**config.mk**
```make
export PLATFORM = sky130hd
export DESIGN_NAME = fetch_stage
export DESIGN_NICKNAME = d
export VERILOG_FILES = /design/src/rtl/cpu_pkg.sv /design/src/rtl/ifid_reg.sv /design/src/rtl/fetch_stage.sv
export SDC_FILE = /design/constraint.sdc
export NUM_CORES = 1
export LEC_CHECK = 0
export CAP_MARGIN = 25
export CORE_MARGIN = 2
export CORE_UTILIZATION = 50
export CTS_CLUSTER_SIZE = 28
export DETAILED_ROUTE_END_ITERATION = 16
export DONT_BUFFER_PORTS = 1
export PLACE_DENSITY = 0.66
export SLEW_MARGIN = 20
export SYNTH_ARGS = -nofsm -noshare
export SYNTH_HDL_FRONTEND = slang
export SYNTH_SLANG_ARGS = --single-unit
```
**constraint.sdc**
```tcl
create_clock -name clk -period 5.8 [get_ports clk]
set_clock_uncertainty 0.2 [all_clocks]
set_input_delay 1.16 -clock clk [delete_from_list [all_inputs] [get_ports clk]]
set_output_delay 1.16 -clock clk [all_outputs]
set_load 0.05 [all_outputs]
```
**src/rtl/cpu_pkg.sv**
```systemverilog
// Shared CPU types and constants for the fetch / IF-ID path.
package cpu_pkg;

  typedef enum logic [1:0] {
    REQ   = 2'd0,  // fetch outstanding (or about to start)
    HOLD  = 2'd1,  // word captured in skid buffer, decode stalled
    DRAIN = 2'd2   // wait out a fetch made stale by a redirect
  } fetch_state_t;

  localparam logic [31:0] PC_INC       = 32'd4;
  localparam logic [31:0] PC_R9_OFFSET = 32'd8;
  localparam logic [31:0] NOP_INSTR    = 32'h0000_0000;

  typedef struct packed {
    logic [31:0] instr;
    logic [31:0] pc_plus8;
    logic        valid;
  } ifid_t;

endpackage

```
**src/rtl/ifid_reg.sv**
```systemverilog
// IF/ID style holding register: load, flush (clears valid only), else hold.
// Also used as the one-entry skid buffer behind a decode stall.
module ifid_reg
  import cpu_pkg::*;
#(
  parameter logic [31:0] RESET_INSTR = 32'h0000_0000
) (
  input  logic        clk,
  input  logic        reset,
  input  logic        load,
  input  logic        flush,
  input  logic [31:0] instr_in,
  input  logic [31:0] pc_plus8_in,
  input  logic        valid_in,
  output logic [31:0] instr,
  output logic [31:0] pc_plus8,
  output logic        valid
);

  ifid_t ifid_q, ifid_d;

  // Flush beats load; stale instr/pc_plus8 are kept, consumers qualify with valid.
  always_comb begin
    ifid_d = ifid_q;
    if (flush) begin
      ifid_d.valid = 1'b0;
    end else if (load) begin
      ifid_d.instr    = instr_in;
      ifid_d.pc_plus8 = pc_plus8_in;
      ifid_d.valid    = valid_in;
    end
  end

  // Register update with synchronous reset to a bubble.
  always_ff @(posedge clk) begin
    if (reset) begin
      ifid_q.instr    <= RESET_INSTR;
      ifid_q.pc_plus8 <= 32'h0;
      ifid_q.valid    <= 1'b0;
    end else begin
      ifid_q <= ifid_d;
    end
  end

  assign instr    = ifid_q.instr;
  assign pc_plus8 = ifid_q.pc_plus8;
  assign valid    = ifid_q.valid;

endmodule

```
**src/rtl/fetch_stage.sv**
```systemverilog
// Instruction fetch: owns the PC, drives imem req/ack, feeds IF/ID.
// A skid buffer absorbs a word returned while decode is stalled; a redirect
// during an outstanding fetch drains the stale response before refetching.
module fetch_stage
  import cpu_pkg::*;
#(
  parameter logic [31:0] RESET_PC  = 32'h0000_0000,
  parameter logic [31:0] NOP_INSTR = cpu_pkg::NOP_INSTR
) (
  input  logic        clk,
  input  logic        reset,
  input  logic        stall_d,
  input  logic        branch_taken,
  input  logic [31:0] branch_target,
  output logic        imem_req,
  output logic [31:0] imem_addr,
  input  logic        imem_ack,
  input  logic [31:0] imem_rdata,
  output logic [31:0] instr_d,
  output logic [31:0] pc_plus8_d,
  output logic        valid_d,
  output logic [31:0] pc_f
);

  fetch_state_t state_q, state_d;
  logic         req_q, req_d;
  logic [31:0]  addr_q, addr_d;
  logic [31:0]  pc_q, pc_d;

  logic [31:0]  tgt;
  logic         ack_v;
  logic [31:0]  fetch_p8;

  logic         ifid_load, ifid_flush, use_skid;
  logic         skid_load, skid_flush;
  logic [31:0]  skid_instr, skid_p8;
  logic         skid_valid;
  logic [31:0]  ifid_instr_in, ifid_p8_in;
  logic         ifid_valid_in;

  assign tgt      = branch_target & ~32'h3;
  // Acks are only meaningful while a request is actually on the bus.
  assign ack_v    = imem_ack & req_q;
  assign fetch_p8 = addr_q + PC_R9_OFFSET;

  // Next state, PC and IF/ID / skid control; branch beats everything.
  always_comb begin
    state_d    = state_q;
    pc_d       = pc_q;
    ifid_load  = 1'b0;
    ifid_flush = 1'b0;
    use_skid   = 1'b0;
    skid_load  = 1'b0;
    skid_flush = 1'b0;
    case (state_q)
      REQ: begin
        if (branch_taken) begin
          ifid_flush = 1'b1;
          pc_d       = tgt;
          // Outstanding fetch can't be retargeted mid-request: drain it.
          if (req_q && !ack_v) state_d = DRAIN;
        end else if (ack_v) begin
          pc_d = pc_q + PC_INC;
          if (stall_d) begin
            skid_load = 1'b1;
            state_d   = HOLD;
          end else begin
            ifid_load = 1'b1;
          end
        end else if (!stall_d) begin
          ifid_flush = 1'b1;  // nothing arrived: insert a bubble
        end
      end
      HOLD: begin
        if (branch_taken) begin
          ifid_flush = 1'b1;
          skid_flush = 1'b1;
          pc_d       = tgt;
          state_d    = REQ;
        end else if (!stall_d) begin
          ifid_load  = 1'b1;
          use_skid   = 1'b1;
          skid_flush = 1'b1;
          state_d    = REQ;
        end
      end
      DRAIN: begin
        ifid_flush = 1'b1;
        if (branch_taken) pc_d = tgt;  // newest target wins
        if (ack_v) state_d = REQ;
      end
      default: state_d = REQ;
    endcase
    // A new request starts at the (new) PC; DRAIN keeps the stale address.
    req_d  = (state_d != HOLD);
    addr_d = (state_d == REQ) ? pc_d : addr_q;
  end

  // FSM, PC and registered memory outputs; request starts the cycle after reset.
  always_ff @(posedge clk) begin
    if (reset) begin
      state_q <= REQ;
      req_q   <= 1'b0;
      addr_q  <= RESET_PC;
      pc_q    <= RESET_PC;
    end else begin
      state_q <= state_d;
      req_q   <= req_d;
      addr_q  <= addr_d;
      pc_q    <= pc_d;
    end
  end

  assign ifid_instr_in = use_skid ? skid_instr : imem_rdata;
  assign ifid_p8_in    = use_skid ? skid_p8    : fetch_p8;
  assign ifid_valid_in = use_skid ? skid_valid : 1'b1;

  ifid_reg #(.RESET_INSTR(NOP_INSTR)) u_skid (
    .clk         (clk),
    .reset       (reset),
    .load        (skid_load),
    .flush       (skid_flush),
    .instr_in    (imem_rdata),
    .pc_plus8_in (fetch_p8),
    .valid_in    (1'b1),
    .instr       (skid_instr),
    .pc_plus8    (skid_p8),
    .valid       (skid_valid)
  );

  ifid_reg #(.RESET_INSTR(NOP_INSTR)) u_ifid (
    .clk         (clk),
    .reset       (reset),
    .load        (ifid_load),
    .flush       (ifid_flush),
    .instr_in    (ifid_instr_in),
    .pc_plus8_in (ifid_p8_in),
    .valid_in    (ifid_valid_in),
    .instr       (instr_d),
    .pc_plus8    (pc_plus8_d),
    .valid       (valid_d)
  );

  assign imem_req  = req_q;
  assign imem_addr = addr_q;
  assign pc_f      = pc_q;

endmodule

```
Word-level counts from Yosys, hierarchy flattened
Cells that the tools add are included.
- register bits: 197
- input port bits: 69
- output and inout bits: 130
- word-level logic and storage cells: 58
- add/subtract/negate cells: 2
- equal/unequal tests: 3
- mux-type cells: 31
- bitwise gates (word level): 3
- reductions and logical operators: 9
- operator list (kind ; number):
    $mux 32 ; 5
    $pmux 32 s2 ; 1
    $add 32x3->32 const B ; 1
    $add 32x4->32 const B ; 1
    $mux 1 ; 15
    $mux 2 ; 7
    $pmux 2 s3 ; 1
    $reduce_or 2->1 ; 3
    $logic_not 2->1 ; 2
    $reduce_and 2->1 ; 2
    $pmux 1 s3 ; 1
    $eq 2x1->1 const B ; 1
    $eq 2x2->1 const B ; 1
    $ne 2x1->1 const B ; 1
    $not 1->1 ; 2
    $pmux 1 s2 ; 1
    $and 1x1->1 ; 1
    $logic_and 1x1->1 ; 1
    $logic_not 1->1 ; 1

Longest topological paths before layout
- depth in word-level cells: 7
- mapped depth: 10
- gate-level depth less buffers: 8

Modules after synthesis
From an unflattened synthesis, not the netlist that was laid out.
- cells, all modules: 1367
- area, all modules: 12238.0 µm²
- modules (own cells, without submodules) (module ; times used ; cells an instance ; area an instance (µm²) ; sequential area each (µm²)):
    ifid_reg ; 2 ; 295 ; 3370.7 ; 1301.2
    fetch_stage ; 1 ; 777 ; 5496.5 ; 1341.3

Least setup slack after synthesis
No wires, ideal clock.
- kind: input-to-reg
- from: in imem_ack
- to: reg addr_q[31] (netlist: imem_addr[31])
- library setup time: 0.073 ns
- data arrival time: 2.810 ns
- data required time: 5.527 ns
- path slack: 2.717 ns
- stages: 6
- buffers on the path: 0
- path through: nand2_2 > or3_2 > or4_4 > nor2_2 > mux2_4 > o22ai_2
- longest elaborated chain between the ends: 7
- elaborated cells on any way between the ends: 12
- classes of those cells: mux: 8; bitwise: 1; reduce/logical: 3
- ends and longest elaborated chain (element ; RTL line ; text):
    from (decl) ; fetch_stage.sv:17 ; input logic imem_ack,
    $and 1x1->1 * ; fetch_stage.sv:43 ; assign ack_v = imem_ack & req_q;
    $logic_not 1->1 ; fetch_stage.sv:61 ; if (req_q && !ack_v) state_d = DRAIN;
    $logic_and 1x1->1 ; fetch_stage.sv:61 ;
    $mux 2 ; fetch_stage.sv:61 ;
    $mux 2 ; fetch_stage.sv:57 ; if (branch_taken) begin
    $pmux 2 s3 ; fetch_stage.sv:55 ; case (state_q)
    $logic_not 2->1 ; fetch_stage.sv:96 ; addr_d = (state_d == REQ) ? pc_d : addr_q;
    to (signal assigned) ; fetch_stage.sv:109 ; addr_q <= addr_d;
    to (decl) ; fetch_stage.sv:27 ; logic [31:0] addr_q, addr_d;
Mark *: on every way between the ends. The rest lies on a longest branch, timed or not.
A chain may end at the register's enable or synchronous reset.

Worst setup path in the final report
- from: reg req_q (netlist: imem_req)
- to: reg, netlist name u_ifid.instr[8]
- longest elaborated chain between the ends: 6
- elaborated cells on any way between the ends: 9
- classes of those cells: mux: 6; bitwise: 2; reduce/logical: 1
- ends and longest elaborated chain (element ; RTL line ; text):
    from (decl) ; fetch_stage.sv:26 ; logic req_q, req_d;
    from (signal assigned) ; fetch_stage.sv:108 ; req_q <= req_d;
    $and 1x1->1 * ; fetch_stage.sv:43 ;
    $mux 1 ; fetch_stage.sv:62 ; end else if (ack_v) begin
    $mux 1 ; fetch_stage.sv:57 ;
    $pmux 1 s3 ; fetch_stage.sv:55 ;
    $not 1->1 (no line) ; - ;
    $reduce_and 2->1 (no line) * ; - ;
Marked as above.

==> impl_metrics.xml <==
<?xml version="1.0" encoding="UTF-8"?>
<metrics>
  <group name="floorplan">
    <metric name="chipWidth" unit="um">140</metric>
    <metric name="placeableCoreArea" unit="um^2">18100</metric>
    <metric name="ios" unit="">199</metric>
    <metric name="fp.dieArea" unit="um^2">19600</metric>
    <metric name="floorplan.initialDensity" unit="%">51.2</metric>
    <metric name="rows" unit="">49</metric>
    <metric name="die_y" unit="um">140</metric>
  </group>
  <group name="critical_path">
    <metric name="crit_buf_inv" unit="">1</metric>
    <metric name="crit_path_start_kind" unit="">flop</metric>
    <metric name="worstSetupEndpointType" unit="">flop</metric>
    <metric name="crit_family" unit="">compound AO/OA/AOI/OAI gates</metric>
    <metric name="largest_stage_delay_worst_path" unit="ns">0.84</metric>
    <metric name="critPathRequiredTime" unit="ns">5.93</metric>
    <metric name="timing.critical_path.fanout_max" unit="">60</metric>
    <metric name="slowest_stage" unit="">sky130_fd_sc_hd__dfxtp_1</metric>
    <metric name="worst_r2r_startpoint" unit="">imem_req$_SDFF_PP0_</metric>
    <metric name="setup.worst_path.start" unit="">imem_req$_SDFF_PP0_</metric>
    <metric name="critical_path.most_common_cell" unit="">sky130_fd_sc_hd__a311oi_1</metric>
    <metric name="path_class" unit="">reg2reg</metric>
    <metric name="crit_chain" unit="">nand2_2 &gt; a311oi_1 &gt; o21a_2 &gt; buf_4 &gt; nor2_1 &gt; a311oi_1</metric>
    <metric name="cp_data_arrival_time" unit="ns">3.77</metric>
  </group>
  <group name="placed_design">
    <metric name="dp_hpwl" unit="um">16900</metric>
    <metric name="place.port_buffers" unit="">0</metric>
    <metric name="gpl.final_weighted_congestion" unit="">0.877</metric>
    <metric name="dpl.cell_count" unit="">1321</metric>
    <metric name="pre_cts_slack" unit="ns">1.99</metric>
    <metric name="post_dp_cell_area" unit="um^2">9200</metric>
  </group>
  <group name="clocking">
    <metric name="cts_resized" unit="">0</metric>
    <metric name="clk_latency" unit="ns">0.43</metric>
    <metric name="tritoncts" unit="">done</metric>
    <metric name="cts_root_buf" unit="">sky130_fd_sc_hd__clkbuf_16</metric>
    <metric name="clk_transition_reported_paths" unit="ns">0.08</metric>
    <metric name="cts-root-to-sink-buffers" unit="">2</metric>
    <metric name="post-cts-setup-buffer-count" unit="">0</metric>
    <metric name="cts.sink_count" unit="">197</metric>
    <metric name="postCtsHoldBufs" unit="">0</metric>
    <metric name="cts_inserted_buffers" unit="">17</metric>
    <metric name="cts_max_level" unit="">4</metric>
  </group>
  <group name="detailed_routing">
    <metric name="drt_pre_antenna_iters" unit="">11</metric>
    <metric name="post_drt_via_cell_ratio" unit="">6.02</metric>
    <metric name="iteration_0_drc_markers" unit="">696</metric>
    <metric name="drc_errors_left" unit="">10</metric>
    <metric name="detailroute.via_count" unit="">8160</metric>
    <metric name="routed_wire_length_per_instance" unit="um">18.9</metric>
    <metric name="routed_wl" unit="um">25600</metric>
    <metric name="final_antenna_net_count" unit="">0</metric>
  </group>
  <group name="global_route">
    <metric name="grt_antenna_before_repair" unit="">1</metric>
    <metric name="grt_pass1_wl" unit="um">39900</metric>
    <metric name="maximum_number_of_pins_on_one_net_before_global_route_repair" unit="">189</metric>
    <metric name="groute.usage.overall" unit="%">25.3</metric>
    <metric name="grt.overflow.total" unit="">0</metric>
    <metric name="grt_pass1_vias" unit="">7130</metric>
  </group>
  <group name="synthesis">
    <metric name="postSynthNetCount" unit="">1253</metric>
    <metric name="yosysSeqAreaShare" unit="%">42.5</metric>
    <metric name="netlist.area_leader.share" unit="%">42.5</metric>
    <metric name="synth.ff_latch_count" unit="">197</metric>
    <metric name="syn_area" unit="um^2">9270</metric>
    <metric name="top_cell_type_by_total_area_after_synthesis" unit="">sky130_fd_sc_hd__dfxtp_1</metric>
    <metric name="synth_top_cells_by_area" unit="">sky130_fd_sc_hd__dfxtp_1 43%, sky130_fd_sc_hd__nand2_1 8.5%, sky130_fd_sc_hd__nor2_1 7.1%</metric>
    <metric name="ys.flop_type" unit="">sky130_fd_sc_hd__dfxtp_1</metric>
    <metric name="synth_edf_count" unit="">0</metric>
    <metric name="netlist-cell-type-count" unit="">75</metric>
    <metric name="synthesis.area_per_instance" unit="um^2">7.87</metric>
    <metric name="yosys_warnings" unit="">0</metric>
    <metric name="synthCells" unit="">1178</metric>
    <metric name="synth_async_sr_flop_share" unit="%">0</metric>
  </group>
  <group name="timing">
    <metric name="achievable-frequency" unit="MHz">275</metric>
    <metric name="tns" unit="ns">0</metric>
    <metric name="timing.final.ws_setup" unit="ns">2.17</metric>
    <metric name="min_period_over_period" unit="%">62.7</metric>
    <metric name="timing_worst_slew_pin_value" unit="ns">0.899</metric>
    <metric name="min_period" unit="ns">3.63</metric>
    <metric name="finalMaxSlewViolations" unit="">0</metric>
    <metric name="hold_violations" unit="">0</metric>
    <metric name="finalHoldWorstSlack" unit="ns">0.253</metric>
    <metric name="slew-limit-headroom" unit="%">39.7</metric>
    <metric name="grt_setup_unrepaired" unit="">false</metric>
    <metric name="endpoints_failing_setup" unit="">0</metric>
  </group>
  <group name="final_layout">
    <metric name="most-common-layout-cells" unit="">208 x sky130_fd_sc_hd__nand2_1, 197 x sky130_fd_sc_hd__dfxtp_1, 176 x sky130_fd_sc_hd__nor2_1</metric>
    <metric name="postLayoutCoreUtil" unit="%">54.3</metric>
    <metric name="sequential_cell_area" unit="um^2">3940</metric>
    <metric name="drive_above_1_share" unit="%">6.13</metric>
    <metric name="fin_nets" unit="">1188</metric>
    <metric name="most_common_library_cell_in_the_layout_ignoring_fill_and_taps" unit="">sky130_fd_sc_hd__nand2_1</metric>
    <metric name="final_area" unit="um^2">9820</metric>
    <metric name="final_cells" unit="">1356</metric>
    <metric name="multi_input_area" unit="um^2">4840</metric>
    <metric name="layout-area-overhead-vs-synth" unit="%">5.95</metric>
    <metric name="num-fill-cells" unit="">1727</metric>
  </group>
  <group name="flow_run">
    <metric name="max_cap_viol_count" unit="">0</metric>
  </group>
  <group name="power_and_ir_drop">
    <metric name="switching_power" unit="mW">0.998</metric>
    <metric name="comb_power_share" unit="%">9.1</metric>
    <metric name="leakage" unit="nW">3.38</metric>
    <metric name="netSwitchingFraction" unit="%">31.8</metric>
    <metric name="power.ir.vdd_worst" unit="mV">0.217</metric>
    <metric name="power.clock.fraction" unit="%">37.4</metric>
    <metric name="totalPowerFinal" unit="mW">3.14</metric>
    <metric name="share_seq_of_total_power" unit="%">53.5</metric>
    <metric name="total_power_divided_by_cell_area" unit="nW/um^2">320</metric>
    <metric name="internal_power_of_the_cells" unit="mW">2.14</metric>
  </group>
  <group name="outcome">
    <metric name="violations" unit="">design-rule violations</metric>
    <metric name="run_status" unit="">finished, violations left</metric>
  </group>
  <group name="hold_path">
    <metric name="holdCritPathClass" unit="">reg2reg</metric>
    <metric name="hold_path.startpoint" unit="">u_skid.instr[24]$_SDFFE_PP0P_</metric>
  </group>
</metrics>
-- kinds of logic after synthesis --
logic type / after synthesis / synth area share, %
flops: 197 / 42.5
xor+xnor: 32 / 3.02
simple gates: 540 / 26.0
compound gates: 287 / 21.3
fa+ha+maj: 6 / 0.810
mux: 7 / 0.823
buf+inv: 109 / 5.52
-- cells in the mapped netlist, drive strengths merged, types with 3 or more instances --
master / count
a211o: 5
a211oi: 52
a21o: 6
a21oi: 84
a222oi: 4
a22oi: 13
a311oi: 38
a31oi: 10
and2: 9
and3: 12
and4: 7
buf: 17
clkbuf: 77
dfxtp: 197
ha: 6
inv: 13
mux2i: 5
nand2: 211
nand2b: 9
nand3: 33
nand4: 23
nor2: 177
nor2b: 3
nor3: 29
nor4: 13
o211ai: 6
o21a: 5
o21ai: 27
o221ai: 3
o22ai: 8
o311a: 3
o31a: 5
or3: 3
or4: 4
xnor2: 20
xor2: 12
-- routing by layer --
| layer | wire length, um | vias up | track usage [%] |
|---|---|---|---|
| li1 | - | 4055 | - |
| met1 | 11400 | 3803 | 35.6 |
| met2 | 11700 | 284 | 38.1 |
| met3 | 2250 | 18 | 7.76 |
| met4 | 259 | 0 | 5.95 |
| met5 | 0 | - | 0 |
-- state kept, by name, indices dropped and copies added, names as in the netlist --
register / flops
state_q: 2
u_skid.valid: 1
u_skid.instr: 32
u_ifid.valid: 1
imem_addr: 32
pc_f: 32
u_skid.pc_plus8: 32
u_ifid.pc_plus8: 32
imem_req: 1
u_ifid.instr: 32
-- final timing paths --
path	endpoint	slack [ns]	cells after the start
setup / recovery	u_ifid.instr[8]$_SDFFE_PP0P_	2.17	6
hold / removal	u_skid.instr[24]$_SDFFE_PP0P_	0.25	2
hold reg to reg	u_skid.instr[24]$_SDFFE_PP0P_	0.25	2
setup reg to reg	u_ifid.instr[8]$_SDFFE_PP0P_	2.17	6
-- worst register-to-register path: cells and delay by family (launching register included) --
kind | cells | cell delay, ns
simple gates | 2 | 0.45
compound gates | 3 | 1.46
buf+inv | 1 | 0.58
flops | 1 | 0.84
-- area by class of cell --
cell class / count / share of cell area (%)
Multi-Input combinational cell: 872 / 49.3
Antenna cell: 1 / 0.0255
Clock buffer: 18 / 4.47
Clock inverter: 14 / 1.43
Tap cell: 229 / 2.92
Inverter: 13 / 0.497
Sequential cell: 197 / 40.2
Timing Repair Buffer: 12 / 1.17
-- power by group through the flow --
stage | clock network (mW) | logic [mW] | registers, mW
detailed placement | 0 | 0.277 | 1.71
global route | 1.25 | 0.318 | 1.69
global placement | 0 | 0.272 | 1.71
CTS | 1.20 | 0.278 | 1.68
floorplan | 0 | 0.255 | 1.67
finish | 1.18 | 0.285 | 1.68
Note: power is estimated with default switching activity, not from simulation.
==> RTL edit 1, RTL diff (same settings) <==
The 3 states of `fetch_state_t` get a one-hot encoding in 3 bits.
--- a/src/rtl/cpu_pkg.sv
+++ b/src/rtl/cpu_pkg.sv
@@ -1,10 +1,10 @@
 // Shared CPU types and constants for the fetch / IF-ID path.
 package cpu_pkg;
 
-  typedef enum logic [1:0] {
-    REQ   = 2'd0,  // fetch outstanding (or about to start)
-    HOLD  = 2'd1,  // word captured in skid buffer, decode stalled
-    DRAIN = 2'd2   // wait out a fetch made stale by a redirect
+  typedef enum logic [2:0] {
+    REQ   = 3'b001,  // fetch outstanding (or about to start)
+    HOLD  = 3'b010,  // word captured in skid buffer, decode stalled
+    DRAIN = 3'b100   // wait out a fetch made stale by a redirect
   } fetch_state_t;
 
   localparam logic [31:0] PC_INC       = 32'd4;
Behaviour: same outputs for any inputs over 4 cycles, from zero or initial values and one cycle with reset high; so few cycles prove little.
==> RTL edit 1 against the original RTL <==
Clock power is 4% higher. Die area down 1.6%. Power shrank 0.67%. Cell area fell by 0.75%. Worst hold slack lost 1.6 ps. Synthesized area fell by 1.7%. Setup slack improved by 140 ps. Routed wire length up 1.2%. Sequential cell count is 1 higher. Critical path type unchanged. Critical endpoint is now imem_addr[16]$_SDFFE_PP0N_.
==> RTL edit 1: results (changes against the original RTL) <==
| Metric | Value |
|---|---|
| Outcome | finished clean (was finished, violations left) |
| Syn Inst Count | 1133 (was 1178) |
| Routed via count | 8190 (was 8160) |
| Drt first pass iters | 5 (was 11) |
| Clk slew on worst S/H paths | 80 ps (about the same) |
| Max rail drop VDD | 235 uV (was 217 uV) |
| Worst hold path class | reg -> reg (unchanged) |
| CP Launch Type | flip-flop (unchanged) |
| CTS H-tree lvls | 4 (unchanged) |
| IO buf count | 0 (unchanged) |
| N_diodes | 0 (was 1) |
| Synth area leaders | dfxtp_1 (43%), nand2_1 (7.9%), a21oi_1 (5.5%), nor2_1 (4.9%), a311oi_1 (3.8%) (was dfxtp_1 (43%), nand2_1 (8.5%), nor2_1 (7.1%), a21oi_1 (4.5%), a211oi_1 (4.1%)) |
| Gpl congestion | 0.910 (was 0.877) |
| Worst path slowest cell | dfxtp_1 (unchanged) |
| Async set-or-reset flop fraction in the synthesized netlist | 0 (unchanged) |
| Post-CTS Setup Bufs | 0 (unchanged) |
| Cell family with the largest share of critical-path delay | simple AND/OR/NAND/NOR gates (was compound AO/OA/AOI/OAI gates) |
| HP Start | u_skid.instr[28]$_SDFFE_PP0P_ (was u_skid.instr[24]$_SDFFE_PP0P_) |
| First-pass GRT wire length | 41200 um (was 39900 um) |
| Hold buffer count at CTS | 0 (unchanged) |
| Longest Clk Path Bufs | 2 (unchanged) |
| Antenna-violating nets left | 0 (unchanged) |
| Ys flop type | dfxtp_1 (unchanged) |
| Least-Margin Pin Slew | 887 ps (was 899 ps) |
| Post-synthesis sequential area ratio | 0.435 (was 0.425) |
| Worst skew pair latency | 430 ps (about the same) |
| Critical Path AT | 3600 ps (was 3770 ps) |
| Vias per std cell | 6.25 (was 6.02) |
| Synth cell count leaders | dfxtp_1 (198), nand2_1 (193), nor2_1 (120), a21oi_1 (100), clkbuf_1 (54) (was nand2_1 (210), dfxtp_1 (197), nor2_1 (176), a21oi_1 (83), clkbuf_1 (71)) |
| RR Startpoint | pc_f[2]$_SDFF_PP0_ (was imem_req$_SDFF_PP0_) |
| Tot GR Track Use | 0.261 (was 0.253) |
| Distinct cells, synth | 73 (was 75) |
| Synth warn | 0 (unchanged) |
| Root buf cell | clkbuf_16 (unchanged) |
| Inst Count DP | 1275 (was 1321) |
| Synthesized Nets | 1204 (was 1253) |
| Largest stage delay, worst path | 780 ps (was 840 ps) |
| Routed wire length | 26000 um (was 25600 um) |
| Number of CTS-inserted buffers | 17 (unchanged) |
| Share of cells above drive strength 1 | 0.0629 (was 0.0613) |
| Hpwl dp | 17100 um (was 16900 um) |
| Crit-path max FO | 7 (was 60) |
| Number of global-route vias before repair | 7361 (was 7130) |
| Leak | 3.22 nW (was 3.38 nW) |
| CTS resizes | 0 (unchanged) |
| Starting DRT DRC Count | 630 (was 696) |
| Antenna violations before repair | 0 (was 1) |
| Largest net degree at the start of global routing | 163 (was 189) |
## RTL edit 1: cell types whose count changed after synthesis, moves of 6 or more
| cell | delta |
|---|---|
| nor2_1 | -56 |
| a211oi_1 | -34 |
| buf_2 | +28 |
| o21ai_0 | +24 |
| a21oi_1 | +17 |
| clkbuf_1 | -17 |
| nand2_1 | -17 |
| a22oi_1 | +8 |
| a31oi_1 | +8 |
| nand2b_1 | -6 |
| xor2_1 | -6 |
## RTL edit 1: cells by family after synthesis
kind of cell,count (synthesis),share of synthesized area
simple gates,469,0.241
compound gates,326,0.238
flops,198,0.435
buf+inv,107,0.0523
xor+xnor,26,0.0250
mux,4,0.00453
fa+ha+maj,3,0.00384
## RTL edit 1: path summary, 6_finish.rpt
path | end | slack, ps | cells after the start
setup / recovery | imem_addr[16]$_SDFFE_PP0N_ | 2300 | 6
hold reg to reg | u_skid.instr[28]$_SDFFE_PP0P_ | 250 | 2
setup reg to reg | imem_addr[16]$_SDFFE_PP0N_ | 2300 | 6
hold / removal | u_skid.instr[28]$_SDFFE_PP0P_ | 250 | 2
## RTL edit 1: layer usage
metal | share of wire | up-vias | GRT usage
li1 | - | 4013 | -
met1 | 0.42 | 3797 | 0.340
met2 | 0.46 | 333 | 0.405
met3 | 0.093 | 47 | 0.0849
met4 | 0.030 | 0 | 0.0984
met5 | 0 | - | 0
## RTL edit 1: worst min-delay path, delay by kind of cell (launching register included)
family	cells	cell delay, ps
flip-flops	1	310
AND/OR/NAND/NOR	1	50
AO/OA/AOI/OAI	1	50
## RTL edit 1: layout make-up
class                   count  area [um^2]
multi-input cells         828         4700
fillers                  1701         8160
clock buffers              17          425
flip-flops and latches    198         3960
inverters                  10         37.5
clock inverters            15          201
well taps                 229          287
repair buffers             13          135
## RTL edit 1: metrics by stage
stage          instance area (um^2)  utilization  setup WS [ps]  power, mW
2_1_floorplan                  9110            -           2880       1.86
4_1_cts                        9690        0.541           2290       3.14
6_report                       9750        0.544           2300       3.12
3_5_place_dp                   9060        0.506           2140       1.92
3_3_place_gp                   9060        0.506           2140       1.92
5_1_grt                        9750        0.544           2140       3.23
## RTL edit 1: power by group
part	internal, mW	switching, mW
combinational	0.0894	0.134
clock	0.629	0.597
sequential	1.42	0.253
total	2.14	0.985
==> RTL edit 2, RTL diff (config.mk and constraints unchanged) <==
Made on the original files. Reset style: asynchronous (`reset`), changed in 2 clocked blocks. Comments in the files are not updated.
--- a/src/rtl/ifid_reg.sv
+++ b/src/rtl/ifid_reg.sv
@@ -32,7 +32,7 @@
   end
 
   // Register update with synchronous reset to a bubble.
-  always_ff @(posedge clk) begin
+  always_ff @(posedge clk or posedge reset) begin
     if (reset) begin
       ifid_q.instr    <= RESET_INSTR;
       ifid_q.pc_plus8 <= 32'h0;
--- a/src/rtl/fetch_stage.sv
+++ b/src/rtl/fetch_stage.sv
@@ -97,7 +97,7 @@
   end
 
   // FSM, PC and registered memory outputs; request starts the cycle after reset.
-  always_ff @(posedge clk) begin
+  always_ff @(posedge clk or posedge reset) begin
     if (reset) begin
       state_q <= REQ;
       req_q   <= 1'b0;
Check against the original RTL: differs if reset is asserted again (counterexample within 4 cycles, from zero or initial values and one cycle with reset high); with reset held inactive, the same outputs for 4 cycles.
==> RTL edit 2 against the original RTL <==
Die area is 5.2% higher. Synthesized area increased by 5.3%. Sequential cell count unchanged. Cell area up 7.2%. Routed wire length shrank 1.3%. Count of clock-buffer cells in the layout down 1. Sequential share of layout area up 6.7 points. Setup slack lost 100 ps.
Power is not compared: it rests on default switching activity, and its combinational part moved more than twofold at a synthesized area within 25%.
==> RTL edit 2: results (changes against the original RTL) <==
| Metric | Value |
|---|---|
| Outcome | finished clean (was finished, violations left) |
| Synth area leaders | dfrtp_1 (50%), mux2_2 (8.0%), nand2_1 (6.0%), o21ai_0 (2.9%), nor2_1 (2.7%) (was dfxtp_1 (43%), nand2_1 (8.5%), nor2_1 (7.1%), a21oi_1 (4.5%), a211oi_1 (4.1%)) |
| Worst path slowest cell | nor2_1 (was dfxtp_1) |
| Crit-path max FO | 22 (was 60) |
| Drt first pass iters | 5 (was 11) |
| Gpl congestion | 0.918 (was 0.877) |
| Number of CTS-inserted buffers | 17 (unchanged) |
| Synth cell count leaders | dfrtp_1 (197), nand2_1 (157), nor2_1 (71), mux2_2 (69), clkbuf_1 (63) (was nand2_1 (210), dfxtp_1 (197), nor2_1 (176), a21oi_1 (83), clkbuf_1 (71)) |
| Leak | 4.41 nW |
| N_diodes | 0 (was 1) |
| Distinct cells, synth | 67 (was 75) |
| Post-CTS Setup Bufs | 0 (unchanged) |
| Met1 Routed Length | 11400 um (about the same) |
| Post-synthesis sequential area ratio | 0.505 (was 0.425) |
| Routed via count | 7484 (was 8160) |
| Global routing usage on met1 | 0.364 (was 0.356) |
| Hpwl dp | 17000 um (was 16900 um) |
| Clk slew on worst S/H paths | 70 ps |
| Largest stage delay, worst path | 840 ps (about the same) |
| First-pass GRT wire length | 40100 um (was 39900 um) |
| Worst skew pair latency | 440 ps |
| Max Used Layer | met4 (unchanged) |
| Least-Margin Pin Slew | 921 ps (was 899 ps) |
| Syn Inst Count | 1008 (was 1178) |
| Routed wire length | 25300 um (was 25600 um) |
| Synthesized Nets | 1083 (was 1253) |
| M2 GR Usage | 0.357 (was 0.381) |
| Async set-or-reset flop fraction in the synthesized netlist | 1.00 (was 0) |
| Antenna violations before repair | 0 (was 1) |
| Number of global-route vias before repair | 7052 (was 7130) |
| Largest net degree at the start of global routing | 130 (was 189) |
| GR Util met3 | 0.0776 (about the same) |
| Critical Path AT | 3850 ps (was 3770 ps) |
| Ys flop type | dfrtp_1 (was dfxtp_1) |
| Met2 Wirelength | 11400 um (was 11700 um) |
| Tot GR Track Use | 0.249 (was 0.253) |
| Avg WL per Cell | 20.4 um (was 18.9 um) |
| Share of cells above drive strength 1 | 0.129 (was 0.0613) |
| Metal3 WL | 2030 um (was 2250 um) |
| Starting DRT DRC Count | 604 (was 696) |
## RTL edit 2: power breakdown
part,total [mW],switching (mW),leakage (nW),internal [mW]
Sequential,4.05,2.08,2.44,1.96
Combinational,1.80,0.996,1.68,0.808
Clock,1.19,0.572,0.285,0.615
## RTL edit 2: stage by stage
step | hold slack [ps] | setup slack [ps] | cell area (um^2) | utilization
after detailed placement | 265 | 1820 | 9920 | 0.513
final | 280 | 2060 | 10500 | 0.544
after global routing | 314 | 1820 | 10500 | 0.544
after floorplan | 245 | 1890 | 9770 | -
after CTS | 281 | 1830 | 10500 | 0.543
after global placement | 259 | 1910 | 9910 | 0.513
## RTL edit 2: area by class of cell
cell class,count,area [um^2]
Fill cell,1732,8810
Sequential cell,197,4930
Multi-Input combinational cell,712,4470
Clock buffer,17,425
Tap cell,265,332
Clock inverter,15,163
Inverter,27,105
Timing Repair Buffer,10,100
## RTL edit 2: cells by family after synthesis
logic type	share of synthesized area
and+or+nand+nor	0.179
DFF	0.505
AOI/OAI and AO/OA	0.159
adders and majority gates	0.00769
xor gates and xnor gates	0.0251
muxes	0.0847
buffers and inverters	0.0402
## RTL edit 2: worst paths after layout
check	start	slack, ps	to	depth (start not counted)
min in group asynchronous	reset	560	u_ifid.instr[5]$_DFFE_PP0P_	2
worst max register to register	state_q[0]$_DFF_PP0_	2060	imem_addr[28]$_DFFE_PP0N_	7
worst min register to register	u_skid.pc_plus8[19]$_DFFE_PP0P_	280	u_skid.pc_plus8[19]$_DFFE_PP0P_	2
worst min-delay path	u_skid.pc_plus8[19]$_DFFE_PP0P_	280	u_skid.pc_plus8[19]$_DFFE_PP0P_	2
worst max-delay path	state_q[0]$_DFF_PP0_	2060	imem_addr[28]$_DFFE_PP0N_	7
max in group asynchronous	reset	4130	u_skid.pc_plus8[27]$_DFFE_PP0P_	2
